File: src/rtl/dda_frame_tx_if.sv
// Bundles the DDA-state inputs and the UART byte handshake of dda_frame_tx.
// master: the frame transmitter; slave: the DDA/UART side driving it.
interface dda_frame_tx_if #(
    parameter int N = 16
);
    logic         en;
    logic         step;
    logic [N-1:0] x;
    logic [N-1:0] y;
    logic [N-1:0] z;
    logic         uart_is_transmitting;
    logic         uart_transmit;
    logic [7:0]   uart_tx_byte;
    logic         busy;
    logic [7:0]   frames_dropped;

    modport master (
        input  en, step, x, y, z, uart_is_transmitting,
        output uart_transmit, uart_tx_byte, busy, frames_dropped
    );

    modport slave (
        output en, step, x, y, z, uart_is_transmitting,
        input  uart_transmit, uart_tx_byte, busy, frames_dropped
    );
endinterface

File: src/rtl/dda_frame_tx.sv
// Decimates DDA steps, snapshots (x, y, z) and sends it as a checksummed UART frame.
// Define DDA_FRAME_SEQ_EN to insert a rolling sequence byte after the sync byte.
//
// state      | meaning
// IDLE       | no frame in progress, waiting for a decimation trigger
// SEND       | uart_transmit high for one cycle with the current byte
// WAIT_START | waiting for the UART to report it is busy
// WAIT_DONE  | waiting for the UART to finish; then next byte or end of frame
module dda_frame_tx #(
    parameter int         N         = 16,
    parameter int         DECIM     = 256,
    parameter logic [7:0] SYNC_BYTE = 8'hA5
) (
    input logic            clk,
    input logic            rst,
    dda_frame_tx_if.master bus
);

`ifdef DDA_FRAME_SEQ_EN
    localparam logic [3:0] HDR_IDX = 4'd2;
`else
    localparam logic [3:0] HDR_IDX = 4'd1;
`endif
    localparam logic [3:0]  LAST_IDX = HDR_IDX + 4'd6;
    localparam logic [15:0] DECIM_TC = 16'(DECIM - 1);

    typedef enum logic [1:0] {
        IDLE,
        SEND,
        WAIT_START,
        WAIT_DONE
    } state_t;

    state_t       state;
    state_t       state_nx;
    logic [3:0]   idx;
    logic [3:0]   idx_nx;
    logic [3:0]   pidx;
    logic         transmit_nx;
    logic         busy_nx;
    logic [7:0]   next_byte;
    logic [7:0]   chk;
    logic [15:0]  dec_cnt;
    logic         accept;
    logic         trigger;
    logic [N-1:0] snap_x;
    logic [N-1:0] snap_y;
    logic [N-1:0] snap_z;
`ifdef DDA_FRAME_SEQ_EN
    logic [7:0]   seq;
`endif

    assign accept  = bus.en & bus.step;
    assign trigger = accept && (dec_cnt == DECIM_TC);

    always_ff @(posedge clk) begin
        if (rst) begin
            dec_cnt <= '0;
        end else if (accept) begin
            dec_cnt <= trigger ? 16'd0 : dec_cnt + 16'd1;
        end
    end

    // Snapshot only when a frame actually starts; dropped triggers leave it alone.
    always_ff @(posedge clk) begin
        if (!rst && trigger && state == IDLE) begin
            snap_x <= bus.x;
            snap_y <= bus.y;
            snap_z <= bus.z;
        end
    end

    always_ff @(posedge clk) begin
        if (rst) begin
            bus.frames_dropped <= '0;
        end else if (trigger && state != IDLE && bus.frames_dropped != 8'hFF) begin
            bus.frames_dropped <= bus.frames_dropped + 8'd1;
        end
    end

`ifdef DDA_FRAME_SEQ_EN
    always_ff @(posedge clk) begin
        if (rst) begin
            seq <= '0;
        end else if (state == WAIT_DONE && !bus.uart_is_transmitting && idx == LAST_IDX) begin
            seq <= seq + 8'd1;
        end
    end
`endif

    always_comb begin
        chk = snap_x[15:8] ^ snap_x[7:0] ^ snap_y[15:8] ^ snap_y[7:0] ^ snap_z[15:8] ^ snap_z[7:0];
`ifdef DDA_FRAME_SEQ_EN
        chk = chk ^ seq;
`endif
    end

    // Byte selected by the index being loaded; header indices wrap pidx into the default arm.
    always_comb begin
        pidx      = idx_nx - HDR_IDX;
        next_byte = SYNC_BYTE;
        if (idx_nx != 4'd0) begin
            case (pidx)
                4'd0:    next_byte = snap_x[15:8];
                4'd1:    next_byte = snap_x[7:0];
                4'd2:    next_byte = snap_y[15:8];
                4'd3:    next_byte = snap_y[7:0];
                4'd4:    next_byte = snap_z[15:8];
                4'd5:    next_byte = snap_z[7:0];
                4'd6:    next_byte = chk;
`ifdef DDA_FRAME_SEQ_EN
                default: next_byte = seq;
`else
                default: next_byte = SYNC_BYTE;
`endif
            endcase
        end
    end

    always_comb begin
        state_nx    = state;
        idx_nx      = idx;
        transmit_nx = 1'b0;
        busy_nx     = bus.busy;
        unique case (state)
            IDLE: begin
                busy_nx = 1'b0;
                if (trigger) begin
                    idx_nx      = 4'd0;
                    transmit_nx = 1'b1;
                    busy_nx     = 1'b1;
                    state_nx    = SEND;
                end
            end
            SEND: begin
                state_nx = WAIT_START;
            end
            WAIT_START: begin
                if (bus.uart_is_transmitting) begin
                    state_nx = WAIT_DONE;
                end
            end
            WAIT_DONE: begin
                if (!bus.uart_is_transmitting) begin
                    if (idx == LAST_IDX) begin
                        idx_nx   = 4'd0;
                        busy_nx  = 1'b0;
                        state_nx = IDLE;
                    end else begin
                        idx_nx      = idx + 4'd1;
                        transmit_nx = 1'b1;
                        state_nx    = SEND;
                    end
                end
            end
            default: begin
                state_nx = IDLE;
            end
        endcase
    end

    always_ff @(posedge clk) begin
        if (rst) begin
            state             <= IDLE;
            idx               <= '0;
            bus.uart_transmit <= 1'b0;
            bus.uart_tx_byte  <= 8'h00;
            bus.busy          <= 1'b0;
        end else begin
            state             <= state_nx;
            idx               <= idx_nx;
            bus.uart_transmit <= transmit_nx;
            bus.busy          <= busy_nx;
            if (transmit_nx) begin
                bus.uart_tx_byte <= next_byte;
            end
        end
    end

endmodule
File: src/flat_wrapper.sv
// flat-port wrapper written by rule: the top's interface ports become plain ports
module dda_frame_tx_flat 
#(
    parameter int         N         = 16,
    parameter int         DECIM     = 256,
    parameter logic [7:0] SYNC_BYTE = 8'hA5
)
  (clk, rst, bus_en, bus_step, bus_x, bus_y, bus_z, bus_uart_is_transmitting, bus_uart_transmit, bus_uart_tx_byte, bus_busy, bus_frames_dropped);
  dda_frame_tx_if #(.N(N)) bus_i ();
  input logic clk;
  input logic rst;
  input wire logic [$bits(bus_i.en)-1:0] bus_en;
  input wire logic [$bits(bus_i.step)-1:0] bus_step;
  input wire logic [$bits(bus_i.x)-1:0] bus_x;
  input wire logic [$bits(bus_i.y)-1:0] bus_y;
  input wire logic [$bits(bus_i.z)-1:0] bus_z;
  input wire logic [$bits(bus_i.uart_is_transmitting)-1:0] bus_uart_is_transmitting;
  output wire logic [$bits(bus_i.uart_transmit)-1:0] bus_uart_transmit;
  output wire logic [$bits(bus_i.uart_tx_byte)-1:0] bus_uart_tx_byte;
  output wire logic [$bits(bus_i.busy)-1:0] bus_busy;
  output wire logic [$bits(bus_i.frames_dropped)-1:0] bus_frames_dropped;
  assign bus_i.en = bus_en;
  assign bus_i.step = bus_step;
  assign bus_i.x = bus_x;
  assign bus_i.y = bus_y;
  assign bus_i.z = bus_z;
  assign bus_i.uart_is_transmitting = bus_uart_is_transmitting;
  assign bus_uart_transmit = bus_i.uart_transmit;
  assign bus_uart_tx_byte = bus_i.uart_tx_byte;
  assign bus_busy = bus_i.busy;
  assign bus_frames_dropped = bus_i.frames_dropped;
  dda_frame_tx #(.N(N), .DECIM(DECIM), .SYNC_BYTE(SYNC_BYTE)) u_core (.clk(clk), .rst(rst), .bus(bus_i));
endmodule
File: config.mk
export PLATFORM = sky130hd
export DESIGN_NAME = dda_frame_tx_flat
export DESIGN_NICKNAME = d
export VERILOG_FILES = /design/src/rtl/dda_frame_tx_if.sv /design/src/rtl/dda_frame_tx.sv /design/src/flat_wrapper.sv
export SDC_FILE = /design/constraint.sdc
export NUM_CORES = 1
export LEC_CHECK = 0
export CELL_PAD_IN_SITES_DETAIL_PLACEMENT = 0
export CELL_PAD_IN_SITES_GLOBAL_PLACEMENT = 1
export CORE_MARGIN = 4
export CORE_UTILIZATION = 30
export DETAILED_ROUTE_END_ITERATION = 10
export GPL_TIMING_DRIVEN = 0
export PLACE_DENSITY_LB_ADDON = 0.1
export SYNTH_ARGS = -nofsm -noshare
export SYNTH_HDL_FRONTEND = slang
export SYNTH_SLANG_ARGS = --single-unit
File: constraint.sdc
create_clock -name clk -period 4.7 [get_ports clk]
set_clock_uncertainty 0.15 [all_clocks]
set_input_delay 0.705 -clock clk [delete_from_list [all_inputs] [get_ports clk]]
set_output_delay 0.705 -clock clk [all_outputs]
set_load 0.1 [all_outputs]
* After elaboration in Yosys (flattened, before gate mapping)
Cells that the tools add are included.
Word-level totals: flip-flop bits (word level) 88, input port bits 53, word-level logic and storage cells 68
Operators by class: add/sub/neg operators 4, equal/unequal tests 16, multiplexer cells 19, bitwise logic cells 6, reductions and logical operators 13
Operator list (count):
- $pmux W8 S7 | 1
- $xor A8 B8 Y8 | 5
- $add A16 B1 Y16 const B | 1
- $eq A16 B8 Y1 const B | 1
- $eq A4 B3 Y1 const B | 4
- $mux W16 | 1
- $mux W4 | 3
- $add A8 B1 Y8 const B | 1
- $eq A4 B2 Y1 const B | 2
- $mux W8 | 1
- $ne A8 B8 Y1 const B | 1
- $pmux W2 S4 | 1
- $pmux W4 S2 | 1
- $mux W1 | 6
- $mux W2 | 3
- $reduce_and A3 Y1 | 2
- $logic_and A1 B1 Y1 | 5
- $add A4 B1 Y4 const B | 1
- $eq A2 B2 Y1 const B | 2
- $eq A4 B1 Y1 const B | 1
- $logic_not A4 Y1 | 1
- $ne A2 B1 Y1 const B | 2
- $ne A2 B2 Y1 const B | 2
- $pmux W1 S2 | 2
- other kinds (7) | 8

* Logic depth before layout (Yosys ltp)
word-level depth 8, depth in mapped cells 11, gate-level depth less buffers 9

* Worst setup path before layout
Ideal clock, no wire load.
kind input to register, from input port bus_en, to register u_core.snap_x[0] (enable), library setup time 0.454 ns, data arrival time 3.411 ns, slack 0.686 ns, stages on the path 5, path buffers 0, cells stage by stage nand4_1 > or2_4 > nor3_2 > nand2_1 > nor2_1
On the way: word-level cells in the longest chain between the ends 4
RTL lines:
- start: declaration | line flat_wrapper.sv:12 | input wire logic [$bits(bus_i.en)-1:0] bus_en;
- $and A1 B1 Y1 | line dda_frame_tx.sv:53 | assign accept = bus.en & bus.step;
- $logic_and A1 B1 Y1 | line dda_frame_tx.sv:54 | assign trigger = accept && (dec_cnt == DECIM_TC);
- $logic_and A1 B1 Y1 (2 in a row) | line dda_frame_tx.sv:66 | if (!rst && trigger && state == IDLE) begin
- end signal: assignment | line dda_frame_tx.sv:67 | snap_x <= bus.x;
- end: declaration | line dda_frame_tx.sv:46 | logic [N-1:0] snap_x;
Every way passes these cells. A chain may end at the register's enable or synchronous reset.

* Worst setup path after layout
from input port bus_step, to register u_core.bus.uart_tx_byte[7]
On the way: word-level cells in the longest chain between the ends 8, elaborated cells on any way between the ends 17
RTL lines:
- start: declaration | line flat_wrapper.sv:13 | input wire logic [$bits(bus_i.step)-1:0] bus_step;
- $and A1 B1 Y1 (*) | line dda_frame_tx.sv:53
- $logic_and A1 B1 Y1 (*) | line dda_frame_tx.sv:54
- $mux W4 | line dda_frame_tx.sv:128 | if (trigger) begin
- $pmux W4 S2 | line dda_frame_tx.sv:125 | unique case (state)
- $sub A4 B1 Y4 | line dda_frame_tx.sv:100 | pidx = idx_nx - HDR_IDX;
- $eq A4 B3 Y1, or another cell as far along | line dda_frame_tx.sv:103 | case (pidx)
- $pmux W8 S7 | line dda_frame_tx.sv:103
- $mux W8 | line dda_frame_tx.sv:102 | if (idx_nx != 4'd0) begin
- end signal: assignment | line dda_frame_tx.sv:175 | bus.uart_tx_byte <= next_byte;
- end: declaration | line dda_frame_tx_if.sv:19 | output uart_transmit, uart_tx_byte, busy, frames_dropped
Every way passes the cells marked *; elsewhere a longest branch is shown, timed or not.

==> PnR_summary.wiki <==
{| class="wikitable"
! Metric !! Value
|-
| Gates resized, CTS repair || 0
|-
| Die Y-Extent || 130 um
|-
| Ratio of final minimum period to clock period || 74.6%
|-
| CP max stage cell || sky130_fd_sc_hd__nor2_1
|-
| Most frequent cells in the layout || 70 x sky130_fd_sc_hd__clkdlybuf4s50_1, 48 x sky130_fd_sc_hd__edfxtp_1, 43 x sky130_fd_sc_hd__nor2_1
|-
| Sum of net half-perimeters after detailed placement || 8.60 mm
|-
| Clock buffer count from CTS || 9
|-
| Total stage count of the critical path || 9
|-
| Count of endpoints failing setup in the final report || 0
|-
| Proportion of register bits with asynchronous set or reset after synthesis || 0%
|-
| Post-CTS Setup Repair Bufs || 0
|-
| Cells after DPL || 678
|-
| Cell area after synthesis || 4470 um^2
|-
| Clock Sinks || 88
|-
| Source-to-sink clock delay at the later pin of the worst-skew pair || 340 ps
|-
| Count of synthesis-stage warnings from yosys || 0
|-
| Startpoint types || input port
|-
| Antenna-violating nets left || 0
|-
| DRT iter0 DRCs || 185
|-
| Syn Area/Cell || 10.6 um^2
|-
| Final-layout worst hold slack || 336 ps
|-
| Relative area change from synthesis to final layout || 29.1%
|-
| Family of cells with the greatest summed delay on the critical path || compound AO/OA/AOI/OAI gates
|-
| Run status || finished clean
|-
| Non-Filler Instances || 694
|-
| Final wirelength || 11.7 mm
|-
| Most common cell after layout, fill and taps aside || sky130_fd_sc_hd__clkdlybuf4s50_1
|-
| EDFF count, synth || 48
|-
| Type of the worst setup path || in -> reg
|-
| Wire length of the first global-routing pass || 19.0 mm
|-
| Max H-tree Level || 3
|-
| Avg WL per Cell || 16.9 um
|-
| Cell internal pwr || 1.37 mW
|-
| Number of nets in the final layout || 564
|-
| Number of cells traversed by the worst hold path || 2
|-
| Number of buffers inserted for hold repair after clock tree synthesis || 0
|-
| Worst slew margin relative to its limit || 33.9%
|-
| Switching power summed over all nets || 0.321 mW
|-
| Pin count of the biggest net entering global routing || 37
|-
| Length of the first detailed-routing pass in iterations || 5
|-
| TritonCTS clock tree || yes
|-
| Initial antenna violation count || 0
|-
| Sequential share of the synthesized area || 50.2%
|-
| CP arrival || 3560 ps
|-
| Diode count || 0
|-
| Length in cells of the worst reg-to-reg path || 9
|-
| CP bufs+invs || 2
|-
| Switch share || 19.0%
|-
| Count of pins on the block boundary || 71
|-
| Largest fanout on the critical path || 10
|-
| Top_reg_cell synth || sky130_fd_sc_hd__edfxtp_1
|-
| CTS root buffer || sky130_fd_sc_hd__clkbuf_16
|-
| Sequential share of power || 47.9%
|-
| Worst-path cell chain || clkdlybuf4s50_1 -> nand4_1 -> nor2_1 -> a21boi_2 -> a21oi_2 -> buf_2 -> nor3_1 -> a221oi_1 -> a311oi_1
|-
| Floorplan row count || 44
|-
| Yosys cell types || 73
|-
| Biggest area contributors in the synthesized netlist || sky130_fd_sc_hd__edfxtp_1 32%, sky130_fd_sc_hd__dfxtp_1 18%, sky130_fd_sc_hd__xnor2_1 6.9%
|-
| Library cell with the largest summed area after synthesis || sky130_fd_sc_hd__edfxtp_1
|-
| P_leak || 1.92 nW
|-
| Synthesized flop and latch total || 88
|-
| Largest buffer count on any clock path || 2
|-
| Clock-pin transition on the worst setup and hold timing paths || 70 ps
|-
| Largest stage delay on the critical path || 530 ps
|-
| X dimension of the die || 130 um
|-
| Synthesized instance count || 423
|-
| Hold WC Path Type || reg -> reg
|-
| GRT Resource Usage Total || 14.5%
|-
| Final hold violation count || 0
|-
| IR Drop Worst-Case VDD || 0.198 mV
|-
| Total vias in the final route || 3478
|-
| Post-detailed-route DRC marker count || 0
|-
| Port buffer count || 70
|-
| Net Count, Synth || 482
|-
| Unrepaired setup endpoints after global routing || no
|-
| Routability cong. || 0.842
|-
| Proportion of power drawn by combinational gates || 3.5%
|-
| Die Area || 16900 um^2
|-
| Proportion of layout cells with a drive suffix above 1 || 8.04%
|-
| Slew Viols, Final || 0
|-
| Peak Freq || 0.285 GHz
|-
| Starting utilization of the core area || 30.6%
|-
| Share of the synthesized area in the top cell type || 32.3%
|-
| Vias in the first global route || 3590
|-
| Pwr Density || 293 nW/um^2
|-
| Post-DR vias/cell || 5.01
|-
| Required time of the critical path || 4750 ps
|-
| Clock group share of total power || 48.6%
|-
| Worst setup EP type || flop
|-
| Max-cap violation count || 0
|-
| Final worst path period need || 3510 ps
|-
| Core area || 14600 um^2
|-
| Remaining global-route overflow || 0
|-
| Worst slew pin tran || 988 ps
|}
==> layout make-up <==
cell class | instances | area [um^2]
flip-flops and latches | 88 | 2240
plain buffers | 20 | 93.8
clock inverters | 7 | 118
fillers | 1435 | 8820
multi-input cells | 309 | 2120
well taps | 184 | 230
repair buffers | 71 | 721
clock buffers | 9 | 225
inverters | 6 | 22.5
==> metal layers <==
layer  part of all wire, %  wire, um  track usage, %  vias to the layer above
met3                   4.9       577            3.81                       17
met4                   1.9       218            4.58                        0
met1                    46      5450            18.7                     1632
li1                      -         -               -                     1735
met5                     0         0               0                        -
met2                    47      5500            23.9                       94
==> sequential cells by signal (all words and copies together) (netlist names) <==
name,count
u_core.bus.busy,1
u_core.bus.frames_dropped,8
u_core.bus.uart_transmit,1
u_core.bus.uart_tx_byte,8
u_core.dec_cnt,16
u_core.idx,4
u_core.snap_x,16
u_core.snap_y,16
u_core.snap_z,16
u_core.state,2
==> synth_stat cells (2+ instances only) <==
cell type	instances
sky130_fd_sc_hd__a311oi_1	3
sky130_fd_sc_hd__nand3_1	12
sky130_fd_sc_hd__nand2_1	30
sky130_fd_sc_hd__dfxtp_1	40
sky130_fd_sc_hd__xnor2_1	35
sky130_fd_sc_hd__a22oi_1	2
sky130_fd_sc_hd__a22o_1	5
sky130_fd_sc_hd__or3_1	4
sky130_fd_sc_hd__clkbuf_1	9
sky130_fd_sc_hd__and2_1	5
sky130_fd_sc_hd__buf_1	3
sky130_fd_sc_hd__o22ai_1	4
sky130_fd_sc_hd__a32oi_1	4
sky130_fd_sc_hd__a21o_1	11
sky130_fd_sc_hd__inv_1	6
sky130_fd_sc_hd__nand2b_1	4
sky130_fd_sc_hd__edfxtp_1	48
sky130_fd_sc_hd__xor2_1	19
sky130_fd_sc_hd__o21ai_0	8
sky130_fd_sc_hd__mux2_2	2
sky130_fd_sc_hd__ha_1	6
sky130_fd_sc_hd__buf_2	6
sky130_fd_sc_hd__o21ai_1	3
sky130_fd_sc_hd__nand3b_1	2
sky130_fd_sc_hd__a221oi_1	3
sky130_fd_sc_hd__nor2_1	44
sky130_fd_sc_hd__mux2i_1	3
sky130_fd_sc_hd__and3_1	8
sky130_fd_sc_hd__a32o_1	4
sky130_fd_sc_hd__and3b_1	2
sky130_fd_sc_hd__nand4_1	11
sky130_fd_sc_hd__a21boi_0	3
sky130_fd_sc_hd__or2_2	2
sky130_fd_sc_hd__nor3_1	10
sky130_fd_sc_hd__and4_1	2
sky130_fd_sc_hd__nor4_1	4
sky130_fd_sc_hd__a21oi_1	20
==> power by group through the flow <==
stage	logic (mW)	registers, mW	clock network [mW]
finish	0.0590	0.811	0.822
global route	0.0643	0.810	0.867
CTS	0.0601	0.811	0.846
detailed placement	0.0599	0.828	0
global placement	0.0588	0.828	0
floorplan	0.0111	0.828	0
==> through the flow <==
step | setup TNS, ps | util (%) | instance area (um^2) | power [mW] | setup slack (ps)
4_1_cts | 0 | 39.5 | 5770 | 1.72 | 1190
3_3_place_gp | -50330 | 37.0 | 5400 | 0.887 | -1060
3_5_place_dp | 0 | 37.2 | 5430 | 0.888 | 822
5_1_grt | 0 | 39.5 | 5770 | 1.74 | 931
6_report | 0 | 39.5 | 5770 | 1.69 | 1190
2_1_floorplan | 0 | - | 4470 | 0.839 | 686
==> logic make-up after synthesis <==
logic type | Yosys count | share of synthesized area [%]
fa+ha+maj | 6 | 1.68
flops | 88 | 50.2
simple gates | 149 | 17.4
compound gates | 95 | 16.4
xor+xnor | 54 | 10.6
mux | 5 | 1.18
buf+inv | 26 | 2.60
==> worst paths after layout <==
path / from / end / slack (ps)
setup / recovery: bus_step / u_core.bus.uart_tx_byte[7]$_SDFFE_PP0P_ / 1190
hold / removal: u_core.dec_cnt[1]$_SDFFE_PP0P_ / u_core.dec_cnt[1]$_SDFFE_PP0P_ / 340
setup reg to reg: u_core.dec_cnt[0]$_SDFFE_PP0P_ / u_core.bus.uart_tx_byte[7]$_SDFFE_PP0P_ / 1470
hold reg to reg: u_core.dec_cnt[1]$_SDFFE_PP0P_ / u_core.dec_cnt[1]$_SDFFE_PP0P_ / 340
==> worst register-to-register path: stages, from the launching register on <==
cell                       delay (ps)
sky130_fd_sc_hd__dfxtp_1          370
sky130_fd_sc_hd__ha_1             200
sky130_fd_sc_hd__nand4_1          190
sky130_fd_sc_hd__nor2_1           530
sky130_fd_sc_hd__a21boi_2         270
sky130_fd_sc_hd__a21oi_2          430
sky130_fd_sc_hd__buf_2            370
sky130_fd_sc_hd__nor3_1           140
sky130_fd_sc_hd__a221oi_1         320
sky130_fd_sc_hd__a311oi_1         130
Power figures use the tool's default switching activity.
==> edit (same settings) <==
Build with the macro `DDA_FRAME_SEQ_EN` defined.
--- a/src/rtl/dda_frame_tx.sv
+++ b/src/rtl/dda_frame_tx.sv
@@ -8,2 +8,4 @@
 // WAIT_DONE  | waiting for the UART to finish; then next byte or end of frame
+`define DDA_FRAME_SEQ_EN
+
 module dda_frame_tx #(
Behaviour: no difference found for any inputs over 10 cycles, from zero or initial values and one cycle with rst high; that may be too few to reach the edited logic, so the function may still have changed.
==> edit against the original RTL <==
Synthesized area increased by 11%. Global-route usage increased by 1.1 points. Sequential cell count increased by 8. Worst setup slack got worse by 0.89 ns. Routed wire length increased by 18%. Design area increased by 8.7%. Synthesized cell count increased by 16%. Hold slack got worse by 0.0094 ns. Largest cell class is now multi-input combinational cells. Register-to-register slack got worse by 0.91 ns.
Power is not compared: it rests on default switching activity, and its combinational part moved more than twofold at a synthesized area within 25%.
==> edit: results (changes against the original RTL) <==
ys_top_cells_by_area: "edfxtp_1, dfxtp_1, xnor2_1, nor2_1, xor2_1"
cts.clk_slew.worst_paths_ns: 0.07  # about the same
ys_seq_area_share_pct: 48.5  # -1.7 points
clock_path_buffers: 2  # unchanged
critPathLaunchType: "input port"
antenna-diode-count: 0  # unchanged
synthArstFlopShare_pct: 0  # unchanged
reg2reg_setup_slack_ns: 0.56  # -0.91 ns
intPower_w: 0.00145
slowest_stage: "clkdlybuf4s50_1"
slew_headroom_pct: 34.5  # +0.56 points
yosys_warnings: 0  # unchanged
clock_latency_ns: 0.35
p_per_area_nw_per_um2: 309
synth_edf_count: 48  # unchanged
post_dp_cell_area_um2: 5950  # +9.7%
critPathArrivalTime_ns: 4.46  # +0.90 ns
min_delay_path_depth: 2  # unchanged
hpwl_mm: 10.2  # +19%
io_buffers: 70  # unchanged
hp-start: "u_core.dec_cnt[1]"
gp_congestion: 0.816  # -3.0%
syn-num-nets: 551  # +14%
grt_usage_pct: 15.6  # +1.1 points
routed_wl_mm: 13.8  # +18%
grt_max_degree: 32  # -14%
cts_buffers: 9  # unchanged
max-vdd-ir-drop_mv: 0.169
reg2reg_depth: 14  # +5
crit_family: "buffers and inverters"
fin_nets: 632  # +12%
r2r_start: "u_core.state[1]"
p_leak_nw: 2.02
post-route-min-period_ns: 4.40  # +0.889 ns
path_max_fanout: 10  # unchanged
antenna_found_initial: 0  # unchanged
vias: 4003  # +15%
hold_path_end: "u_core.dec_cnt[1]"
clockRootBuffer: "clkbuf_16"
place_ws_ns: -0.453  # -1.28 ns
h-tree-depth: 3  # unchanged
critical_path.max_stage_delay_ns: 0.49  # -0.04 ns
ys_top_cells_by_count: "xnor2_1, nor2_1, dfxtp_1, edfxtp_1, nand2_1"
yosysUniqueCellTypes: 69  # -5.5%
firstDrtPassIters: 4  # -1
drive_gt1_share_pct: 7.65  # -0.39 points
grt_pass1_wl_mm: 22.0  # +16%
rr_endpoint: "u_core.bus.uart_tx_byte[7]"
drtIter0Drc: 194  # +4.9%
outcome: "completed"
hp-class: "flip-flop to flip-flop"
[edit: cell count changes in the layout (fill, tap and decap cells not counted), sizes merged, moves of 4 or more]
cell    change
a21o       -10
buf         -4
clkbuf      +5
o21ai       +9
xnor2      +18
nand3      +11
a31oi       +5
dfxtp       +8
nor2        +5
inv         +9
mux2i       +4
nor2b       +4
a22o        -4
[edit: logic make-up after synthesis]
family / synth area share (%)
XOR/XNOR: 12.4
AO/OA/AOI/OAI: 14.2
AND/OR/NAND/NOR: 18.0
adder cells (fa/ha/maj): 2.27
buffers and inverters: 3.08
multiplexers: 1.64
flip-flops: 48.5
[edit: layer usage]
metal | part of all wire [%] | track usage, % | vias up
met5 | 0 | 0 | -
met4 | 2.5 | 7.73 | 0
met2 | 49 | 26.0 | 100
met1 | 45 | 19.3 | 1939
li1 | - | - | 1945
met3 | 4.4 | 3.05 | 19
[edit: worst max path at each step]
stage	from	endpoint	depth (start not counted)
floorplan	bus_en	u_core.snap_x[0]	5
global placement	bus_en	u_core.snap_y[3]	6
detailed placement	bus_uart_is_transmitting	u_core.bus.uart_tx_byte[5]	14
CTS	bus_uart_is_transmitting	u_core.bus.uart_tx_byte[5]	14
global route	bus_en	u_core.bus.uart_tx_byte[5]	14
finish	bus_en	u_core.bus.uart_tx_byte[7]	14
[edit: final cells by class]
class                      count  area [um2]
timing repair buffer          71         721
tap                          216         270
buffer                        20        90.1
clock buffer                  10         229
clock inverter                 6        83.8
sequential                    96        2400
inverter                      16        60.1
multi-input combinational    356        2410
fill                        1599        9790
[edit: through the flow]
stage | cells | hold slack (ns) | total power (W) | setup TNS, ns
2_1_floorplan | 489 | 0.299 | 0.00106 | 0
3_3_place_gp | 775 | 0.316 | 0.00116 | -51.91
3_5_place_dp | 776 | 0.320 | 0.00116 | -2.77
4_1_cts | 792 | 0.328 | 0.00196 | 0
5_1_grt | 791 | 0.355 | 0.00201 | 0
6_report | 791 | 0.327 | 0.00194 | 0
[edit: worst min-delay path, cell delays in order, from the launching register on]
cell and delay (ns):
dfxtp_1 0.33, nand2_1 0.06, a21oi_1 0.05
[edit: timing repair]
item                                    CTS  global route
gates resized for setup                   2             2
setup buffers                             0             0
hold buffers                              0             0
endpoints found under the setup margin    7             8
[edit: power groups by stage]
stage          sequential, W  clock, W  combinational [W]
4_1_cts             0.000890  0.000819           0.000253
3_5_place_dp        0.000909         0           0.000251
3_3_place_gp        0.000908         0           0.000249
2_1_floorplan       0.000909         0           0.000147
6_report            0.000890  0.000793           0.000252
5_1_grt             0.000890  0.000844           0.000277
